## src/rtl/mult_pkg.sv

```systemverilog
// Shared types and helpers for the iterative row multiplier.
package mult_pkg;

    typedef enum logic [1:0] {
        StIdle = 2'd0,
        StRun  = 2'd1,
        StDone = 2'd2
    } state_e;

    // Clock cycles spent in RUN for one product; 0 flags an illegal row count.
    function automatic int unsigned cycles_per_op(input int unsigned n, input int unsigned r);
        if (r == 0) begin
            return 0;
        end
        return n / r;
    endfunction

endpackage

```

## src/rtl/pp_row_step.sv

```systemverilog
// One shift-add row: adds the gated (optionally negated) multiplicand to the
// running high half and shifts the sum right by one bit.
module pp_row_step #(
    parameter int unsigned N = 8
) (
    input  logic [N:0]   hi_i,
    input  logic         lo0_i,
    input  logic [N-1:0] a_i,
    input  logic         sgn_i,
    input  logic         negate_i,
    output logic [N:0]   hi_o,
    output logic         bit_o
);

    logic [N+1:0] hi_ext;
    logic [N+1:0] a_ext;
    logic [N+1:0] opnd;
    logic [N+1:0] sum;
    logic [N+1:0] carry;

    always_comb begin
        hi_ext = {sgn_i & hi_i[N], hi_i};
        a_ext  = {{2{sgn_i & a_i[N-1]}}, a_i};
        opnd   = '0;
        carry  = '0;
        sum    = '0;
        // Subtracting the multiplicand is ~a plus a carry-in of one.
        if (lo0_i) begin
            opnd     = negate_i ? ~a_ext : a_ext;
            carry[0] = negate_i;
        end
        for (int i = 0; i < N + 1; i++) begin
            sum[i]       = hi_ext[i] ^ opnd[i] ^ carry[i];
            carry[i + 1] = (hi_ext[i] & opnd[i]) | (carry[i] & (hi_ext[i] ^ opnd[i]));
        end
        sum[N+1] = hi_ext[N+1] ^ opnd[N+1] ^ carry[N+1];
    end

    assign hi_o  = sum[N+1:1];
    assign bit_o = sum[0];

endmodule

```

## src/rtl/iter_row_multiplier.sv

```systemverilog
// Iterative NxN multiplier: ROWS_PER_CYCLE shift-add rows reused per clock,
// valid/ready handshakes on both sides, unsigned or signed per transaction.
module iter_row_multiplier
    import mult_pkg::*;
#(
    parameter int unsigned N              = 8,
    parameter int unsigned ROWS_PER_CYCLE = 1
) (
    input  logic           clk_i,
    input  logic           rst_i,
    input  logic           in_valid_i,
    output logic           in_ready_o,
    input  logic [N-1:0]   a_i,
    input  logic [N-1:0]   b_i,
    input  logic           is_signed_i,
    output logic           out_valid_o,
    input  logic           out_ready_i,
    output logic [2*N-1:0] p_o
);

    localparam int unsigned R      = ROWS_PER_CYCLE;
    localparam int unsigned CntW   = $clog2(N + 1);
    localparam int unsigned Cycles = cycles_per_op(N, R);

    if (N < 2 || R < 1 || R > N || Cycles * R != N) begin : g_param_err
        $error("iter_row_multiplier: ROWS_PER_CYCLE must divide N, and N >= 2");
    end

    state_e          state_q, state_d;
    logic [N-1:0]    a_q, a_d;
    logic            sgn_q, sgn_d;
    logic [N:0]      hi_q, hi_d;
    logic [N-1:0]    lo_q, lo_d;
    logic [CntW-1:0] cnt_q, cnt_d;

    // Row chain: stage k feeds stage k+1 combinationally within one clock.
    logic [N:0]   hi_c [R+1];
    logic [N-1:0] lo_c [R+1];

    assign hi_c[0] = hi_q;
    assign lo_c[0] = lo_q;

    for (genvar k = 0; k < R; k++) begin : g_row
        logic bit_out;
        logic negate;

        // The multiplier MSB carries negative weight in signed mode.
        assign negate = sgn_q && ((32'(cnt_q) + 32'(k)) == (N - 1));

        pp_row_step #(
            .N(N)
        ) u_row (
            .hi_i    (hi_c[k]),
            .lo0_i   (lo_c[k][0]),
            .a_i     (a_q),
            .sgn_i   (sgn_q),
            .negate_i(negate),
            .hi_o    (hi_c[k+1]),
            .bit_o   (bit_out)
        );

        assign lo_c[k+1] = {bit_out, lo_c[k][N-1:1]};
    end

    always_comb begin
        state_d = state_q;
        a_d     = a_q;
        sgn_d   = sgn_q;
        hi_d    = hi_q;
        lo_d    = lo_q;
        cnt_d   = cnt_q;
        unique case (state_q)
            StIdle: begin
                if (in_valid_i) begin
                    a_d     = a_i;
                    sgn_d   = is_signed_i;
                    lo_d    = b_i;
                    hi_d    = '0;
                    cnt_d   = '0;
                    state_d = StRun;
                end
            end
            StRun: begin
                hi_d  = hi_c[R];
                lo_d  = lo_c[R];
                cnt_d = cnt_q + CntW'(R);
                if (cnt_d == CntW'(N)) begin
                    state_d = StDone;
                end
            end
            StDone: begin
                if (out_ready_i) begin
                    hi_d    = '0;
                    lo_d    = '0;
                    state_d = StIdle;
                end
            end
            default: state_d = StIdle;
        endcase
    end

    always_ff @(posedge clk_i) begin
        if (rst_i) begin
            state_q <= StIdle;
            a_q     <= '0;
            sgn_q   <= 1'b0;
            hi_q    <= '0;
            lo_q    <= '0;
            cnt_q   <= '0;
        end else begin
            state_q <= state_d;
            a_q     <= a_d;
            sgn_q   <= sgn_d;
            hi_q    <= hi_d;
            lo_q    <= lo_d;
            cnt_q   <= cnt_d;
        end
    end

    assign in_ready_o  = (state_q == StIdle);
    assign out_valid_o = (state_q == StDone);
    assign p_o         = (state_q == StDone) ? {hi_q[N-1:0], lo_q} : '0;

endmodule

```

## config.mk

```make
export PLATFORM = sky130hd
export DESIGN_NAME = iter_row_multiplier
export DESIGN_NICKNAME = d
export VERILOG_FILES = /design/src/rtl/mult_pkg.sv /design/src/rtl/pp_row_step.sv /design/src/rtl/iter_row_multiplier.sv
export SDC_FILE = /design/constraint.sdc
export NUM_CORES = 1
export LEC_CHECK = 0
export ABC_AREA = 1
export CAP_MARGIN = 20
export CORE_MARGIN = 2
export CORE_UTILIZATION = 28
export DETAILED_ROUTE_END_ITERATION = 8
export GPL_TIMING_DRIVEN = 0
export PLACE_DENSITY = 0.52
export SLEW_MARGIN = 15
export SYNTH_ARGS = -nofsm -noshare
export SYNTH_HDL_FRONTEND = slang
export SYNTH_SLANG_ARGS = --single-unit
```

## constraint.sdc

```tcl
create_clock -name clk_i -period 6.1 [get_ports clk_i]
set_input_delay 1.525 -clock clk_i [delete_from_list [all_inputs] [get_ports clk_i]]
set_output_delay 1.525 -clock clk_i [all_outputs]
set_load 0.005 [all_outputs]
```

==> impl_results.md, run 1 <==
- Worst-Margin Slew: 500 ps
- Worst Hold Launch: cnt_q[2]
- Final worst-path cycle share: 0.804
- Outcome: finished, final reports clean
- Switch share: 0.279
- Hold depth: 2
- Nets: 351
- Finished Cell Area: 2580 sq um
- Top-area cell type share of the netlist area: 0.325
- Via count: 1,737
- Post-DRT Antenna Nets: 0
- Endpoints failing hold: 0
- Final core utilization: 0.380
- Mux share of post-synthesis cell area: 0
- Root buf cell: clkbuf_8
- R2R Path End: hi_q[7]
- Setup ws final: 1190 ps
- Post-route DRC: 0
- Power density cells: 208 nW/um^2
- Die W: 87.9 um
- Ranking of synthesized cells by area: dfxtp_1 32%, nand2_1 9.9%, inv_1 9.5%, fa_1 9.1%, nand3_1 5.8%
- Final setup viols: 0
- Clk_skew: 10.2 ps
- Setup TNS: 0 ps
- Crit Path Category: reg -> reg
- Post-synth top cells: 52 x nand2_1, 50 x inv_1, 32 x dfxtp_1
- Top-count cell post-synth: nand2_1
- # port buffers: 38
- Share of cells above drive strength 1: 0.0665
- Total CTS buffers: 5
- GRT Total Usage: 0.123
- Synthesis Warnings: 0
- Pleak: 1.13 nW
- Fin crit period: 4910 ps
- Worst reg2reg setup slack: 1190 ps
- DIE AREA: 7730 sq um
- Clock Sinks: 32
- Antenna cells: 0
- Skew-Pair Late Insertion Delay: 290 ps
- Worst hold endpoint: cnt_q[2]
- Psw: 0.150 mW
- Worst Path Max Fanout: 6
- Synth Cell Area: 1970 sq um
- Compound-cell area share of the yosys netlist: 0.147
- Core Region: 6790 sq um
- Data arrival, critical path: 5070 ps
- Gate Count Post-Synth: 270
- Worst Setup End Kind: flip-flop
- P_int: 0.388 mW
- Dpl hpwl: 3.34 mm
- DRT iter0 DRCs: 53
- First-pass DRT Iterations: 4
- # hold bufs at CTS: 0
- Post-DR wirelength/cell: 10.4 um
- First-pass GRT wire length: 7.42 mm
- Synth Area in Simple Gates: 0.246
- Max_cap viols: 0
- Top Ports: 39
- Synthesized area per cell: 7.30 sq um
- Post-synthesis share of cell area spent on xor and xnor gates: 0.00444
- GP Congestion: 0.739
- Placement Cell Area: 2470 sq um
- Biggest area consumer among synthesized cells: dfxtp_1
- RSZ-0062 raised after global routing: false
- Combinational Power Share: 0.187
- Initial antenna violation count: 0
- Slew Limit Fails: 0
- Hold/Removal Path Class: reg -> reg
- Max-Slew Margin vs Limit: 0.666
- CP Launch Type: flip-flop
- GRT Residual Overflow: 0
- Reg clk slew, reported paths: 70 ps
- Largest net degree at the start of global routing: 11
- Row count: 30
- Flop pwr share: 0.436
- #FFs+latches synth: 32
- Largest family of logic cells by synthesized area: simple AND/OR/NAND/NOR gates
- CTS resizes: 0
- Top FF cell, synth: dfxtp_1
- Synth unique cells: 27
- Postcts setup bufs: 0
- EDFF count, synth: 0
- Initial Util: 0.290
- Asr flop ratio synth: 0
- H-tree Lvls: 2
- Total Wirelength: 4.28 mm
- Number of global-route vias before repair: 1,579
- Maximum operating frequency: 204 MHz
- Worst r2r src: cnt_q[0]
- Drt via density: 4.22
- Pre-CTS WS: 1190 ps
- Crit path required time: 6260 ps
- Clock Tree Buf Depth: 2
- Clock Power Share: 0.377
- Synth-to-Final Area Change: 30.8%
- Die Y: 87.9 um
- Syn Nets: 306
- Post-synthesis sequential area ratio: 0.325
- Synth Area in Adders: 0.129
- CTS tree: done
- Reg2Reg Depth: 19
- VDD IR max: 113 uV
## layout make-up
type,instances,area [sq um]
fillers,765,4210
multi-input cells,173,1040
flip-flops and latches,32,641
repair buffers,38,380
inverters,53,204
well taps,96,120
plain buffers,12,88.8
clock buffers,6,72.6
clock inverters,2,35.0
## worst max path at each step
stage	from	endpoint	slack, ps
6_report	cnt_q[0]	hi_q[7]	1190
5_1_grt	cnt_q[0]	hi_q[7]	870
4_1_cts	cnt_q[0]	hi_q[7]	1180
3_5_place_dp	cnt_q[0]	hi_q[7]	1190
3_3_place_gp	cnt_q[0]	hi_q[7]	1200
2_1_floorplan	cnt_q[0]	hi_q[7]	1430
## registers in the layout, summed over array words and instances (netlist names)
signal and count:
hi_q 9, a_q 8, lo_q 8, cnt_q 4, state_q 2, sgn_q 1
## worst max-delay path, cell delays in order (launching register included)
cell	delay [ps]
dfxtp_1	390
ha_1	190
nand2_1	50
inv_1	100
nand2_1	100
inv_1	140
o21ai_0	90
a21o_1	210
fa_1	410
fa_1	380
fa_1	390
fa_1	400
fa_1	390
fa_1	390
fa_1	370
inv_1	80
fa_1	170
fa_1	400
nand2_1	80
a21oi_1	50
## metal layers
metal	global-route usage	routed length [um]	vias up
met4	0.0420	67	0
met1	0.165	2150	758
met5	0	0	-
li1	-	-	938
met2	0.189	1880	35
met3	0.0358	185	6
## metrics by stage
step	cells	power, mW	hold WS, ps
6_report	412	0.538	498
5_1_grt	412	0.568	527
4_1_cts	412	0.545	503
3_5_place_dp	404	0.341	494
3_3_place_gp	404	0.340	485
2_1_floorplan	270	0.306	457
## layout by cell type (no fill, tap or decap), types with 2 or more instances in the layout
cell type / count
clkbuf_1: 6
o22ai_1: 6
a21oi_1: 12
nor2_8: 2
inv_1: 50
ha_1: 6
nor2_1: 24
nand3_1: 23
nand2_1: 52
nand2_4: 2
clkdlybuf4s50_1: 38
o21ai_0: 18
clkbuf_8: 5
buf_6: 3
a21o_1: 7
fa_1: 9
dfxtp_1: 32
a31oi_1: 8
## power by group through the flow
stage          logic (mW)  registers (mW)  clock network (mW)
2_1_floorplan      0.0698           0.236                   0
5_1_grt             0.114           0.237               0.217
3_3_place_gp        0.101           0.239                   0
3_5_place_dp        0.102           0.239                   0
6_report            0.100           0.235               0.203
4_1_cts             0.102           0.235               0.208
## cell families (layout without fill, tap and decap cells)
group           Yosys count  in the layout
compound gates           51             51
xor+xnor                  1              1
fa+ha+maj                15             15
buf+inv                  65            111
flops                    32             32
simple gates            106            106
Power figures use the tool's default switching activity.
==> inputs of run 2 (changes only) <==
--- a/config.mk
+++ b/config.mk
@@ -11,7 +11,7 @@
 export CORE_UTILIZATION = 28
 export DETAILED_ROUTE_END_ITERATION = 8
 export GPL_TIMING_DRIVEN = 0
-export PLACE_DENSITY = 0.52
+export PLACE_DENSITY = 0.53
 export SLEW_MARGIN = 15
 export SYNTH_ARGS = -nofsm -noshare
 export SYNTH_HDL_FRONTEND = slang
==> constraint.sdc (replaced) <==
create_clock -name clk_i -period 4.1 [get_ports clk_i]
set_input_delay 1.025 -clock clk_i [delete_from_list [all_inputs] [get_ports clk_i]]
set_output_delay 1.025 -clock clk_i [all_outputs]
set_load 0.005 [all_outputs]
==> run 2 against run 1 <==
The run now ends with setup timing left. Critical path depth stayed put. Via count is 4.7% higher. Sequential power is 49% higher. Global-route usage is 0.61 points higher. Setup slack worse by 1500 ps. Fmax is 12% higher. Clock skew is 4.9 ps higher.
==> impl_results.md, run 2 (synthesis gave the netlist of run 1 again) <==
- Setup TNS: -559 ps
- Worst hold endpoint: hi_q[6]
- # hold bufs at CTS: 0
- Post-DRT Antenna Nets: 0
- Clock Sinks: 32
- Crit path required time: 4270 ps
- Initial antenna violation count: 0
- Data arrival, critical path: 4550 ps
- CTS tree: done
- R2R Path End: hi_q[7]
- Power density cells: 278 nW/um^2
- Number of global-route vias before repair: 1,754
- Dpl hpwl: 3.28 mm
- Post-route DRC: 0
- Clk_skew: 15.1 ps
- Core Region: 6790 sq um
- Worst Path Max Fanout: 5
- Post-DR wirelength/cell: 10.6 um
- Most flops, register: hi_q
- GRT Residual Overflow: 0
- Outcome: complete, but fails checks
- Setup ws final: -287 ps
- First-pass DRT Iterations: 4
- Endpoints failing hold: 0
- VDD IR max: 218 uV
- Worst-Margin Slew: 512 ps
- CP Launch Type: flip-flop
- Reg2Reg Depth: 19
- Hold/Removal Path Class: reg -> reg
- Final worst-path cycle share: 1.07
- Synth-to-Final Area Change: 46.7%
- # port buffers: 38
- Max_cap viols: 0
- Max-Slew Margin vs Limit: 0.659
- Total Wirelength: 4.70 mm
- Max FFs per register: 9
- Total CTS buffers: 5
- Final setup viols: 3
- Initial Util: 0.290
- H-tree Lvls: 2
- Antenna cells: 0
- GP Congestion: 0.752
- Hold depth: 2
- Maximum operating frequency: 228 MHz
- Slew Limit Fails: 0
- Via count: 1,818
- Worst r2r src: cnt_q[0]
- Largest net degree at the start of global routing: 13
- Most common cell after layout, fill and taps aside: nand2_1
- Finished Cell Area: 2890 sq um
- Reg clk slew, reported paths: 80 ps
- # fillers: 709
- Nets: 380
- Violated checks: setup timing
- Worst Hold Launch: hi_q[6]
- Top Ports: 39
- Skew-Pair Late Insertion Delay: 290 ps
- Die W: 87.9 um
- Worst Setup End Kind: flip-flop
- Pleak: 1.30 nW
- Placement Cell Area: 2510 sq um
- Worst reg2reg setup slack: -290 ps
- Die Y: 87.9 um
- Clock Tree Buf Depth: 2
- Crit Path Category: reg -> reg
- Top Registers: hi_q x9, a_q x8, lo_q x8
- DRT iter0 DRCs: 30
- First-pass GRT wire length: 7.89 mm
- Most frequent cells in the layout: 49 x nand2_1, 47 x inv_1, 38 x clkdlybuf4s50_1
- GRT Total Usage: 0.129
- Root buf cell: clkbuf_8
- DIE AREA: 7730 sq um
- Fin crit period: 4390 ps
- Final core utilization: 0.426
- Row count: 30
- RSZ-0062 raised after global routing: true
- Drt via density: 4.12
- Share of cells above drive strength 1: 0.212
[run 2: cell types whose count changed in the layout (fill, tap and decap cells not counted), moves of 2 or more]
cell	previous run	this run
fa_2	0	9
inv_2	1	3
nand2_2	0	2
dfxtp_1	32	30
buf_4	1	30
a21oi_1	12	10
nand2_1	52	49
fa_1	9	0
dfxtp_2	0	2
inv_1	50	47
[run 2: layout make-up]
| type | count | area [sq um] | area share |
|---|---|---|---|
| flip-flops and latches | 32 | 643 | 0.222 |
| inverters | 53 | 206 | 0.0714 |
| plain buffers | 11 | 88.8 | 0.0307 |
| clock buffers | 6 | 72.6 | 0.0251 |
| well taps | 96 | 120 | 0.0415 |
| clock inverters | 2 | 35.0 | 0.0121 |
| repair buffers | 68 | 606 | 0.209 |
| multi-input cells | 173 | 1120 | 0.388 |
[run 2: how the worst max path moves through the flow]
stage | from | endpoint | slack (ps) | cells past startpoint
after floorplan | cnt_q[0] | hi_q[7] | -220 | 19
final | cnt_q[0] | hi_q[7] | -290 | 19
after detailed placement | cnt_q[0] | hi_q[7] | -400 | 19
after CTS | cnt_q[0] | hi_q[7] | -280 | 19
after global routing | cnt_q[0] | hi_q[7] | -430 | 19
after global placement | cnt_q[0] | hi_q[7] | -380 | 19
[run 2: repair_timing]
item,in CTS,in global routing
resized for setup,6,7
buffers inserted,27,4
pin swaps,1,5
endpoints found under the setup margin,3,3
[run 2: power by group]
part	total, mW	switching, mW	internal [mW]
Combinational	0.157	0.0879	0.0686
Sequential	0.351	0.0191	0.332
Clock	0.297	0.117	0.180
Total	0.805	0.224	0.581
[run 2: critical path, cell delays in order, from the launching register on]
cell,delay (ps)
dfxtp_2,340
ha_4,160
nand2_2,70
inv_2,50
nand2_4,70
inv_4,40
buf_6,110
a21o_1,190
fa_2,360
fa_2,340
fa_2,350
fa_2,350
fa_2,350
fa_2,350
fa_2,340
inv_2,60
fa_2,180
fa_2,430
nand2_2,80
a21oi_2,50
[run 2: through the flow]
stage	setup slack [ps]	std cells	power, mW	hold WS, ps
floorplan	-225	270	0.456	434
global placement	-380	404	0.505	455
detailed placement	-397	404	0.506	461
CTS	-282	438	0.812	496
global route	-426	441	0.855	511
finish	-287	441	0.805	492
[run 2: routing by layer]
layer,global-route usage,up-vias,wire length [um]
li1,-,998,-
met3,0.0292,8,149
met2,0.210,29,2240
met1,0.165,783,2230
met4,0.0517,0,72
met5,0,-,0
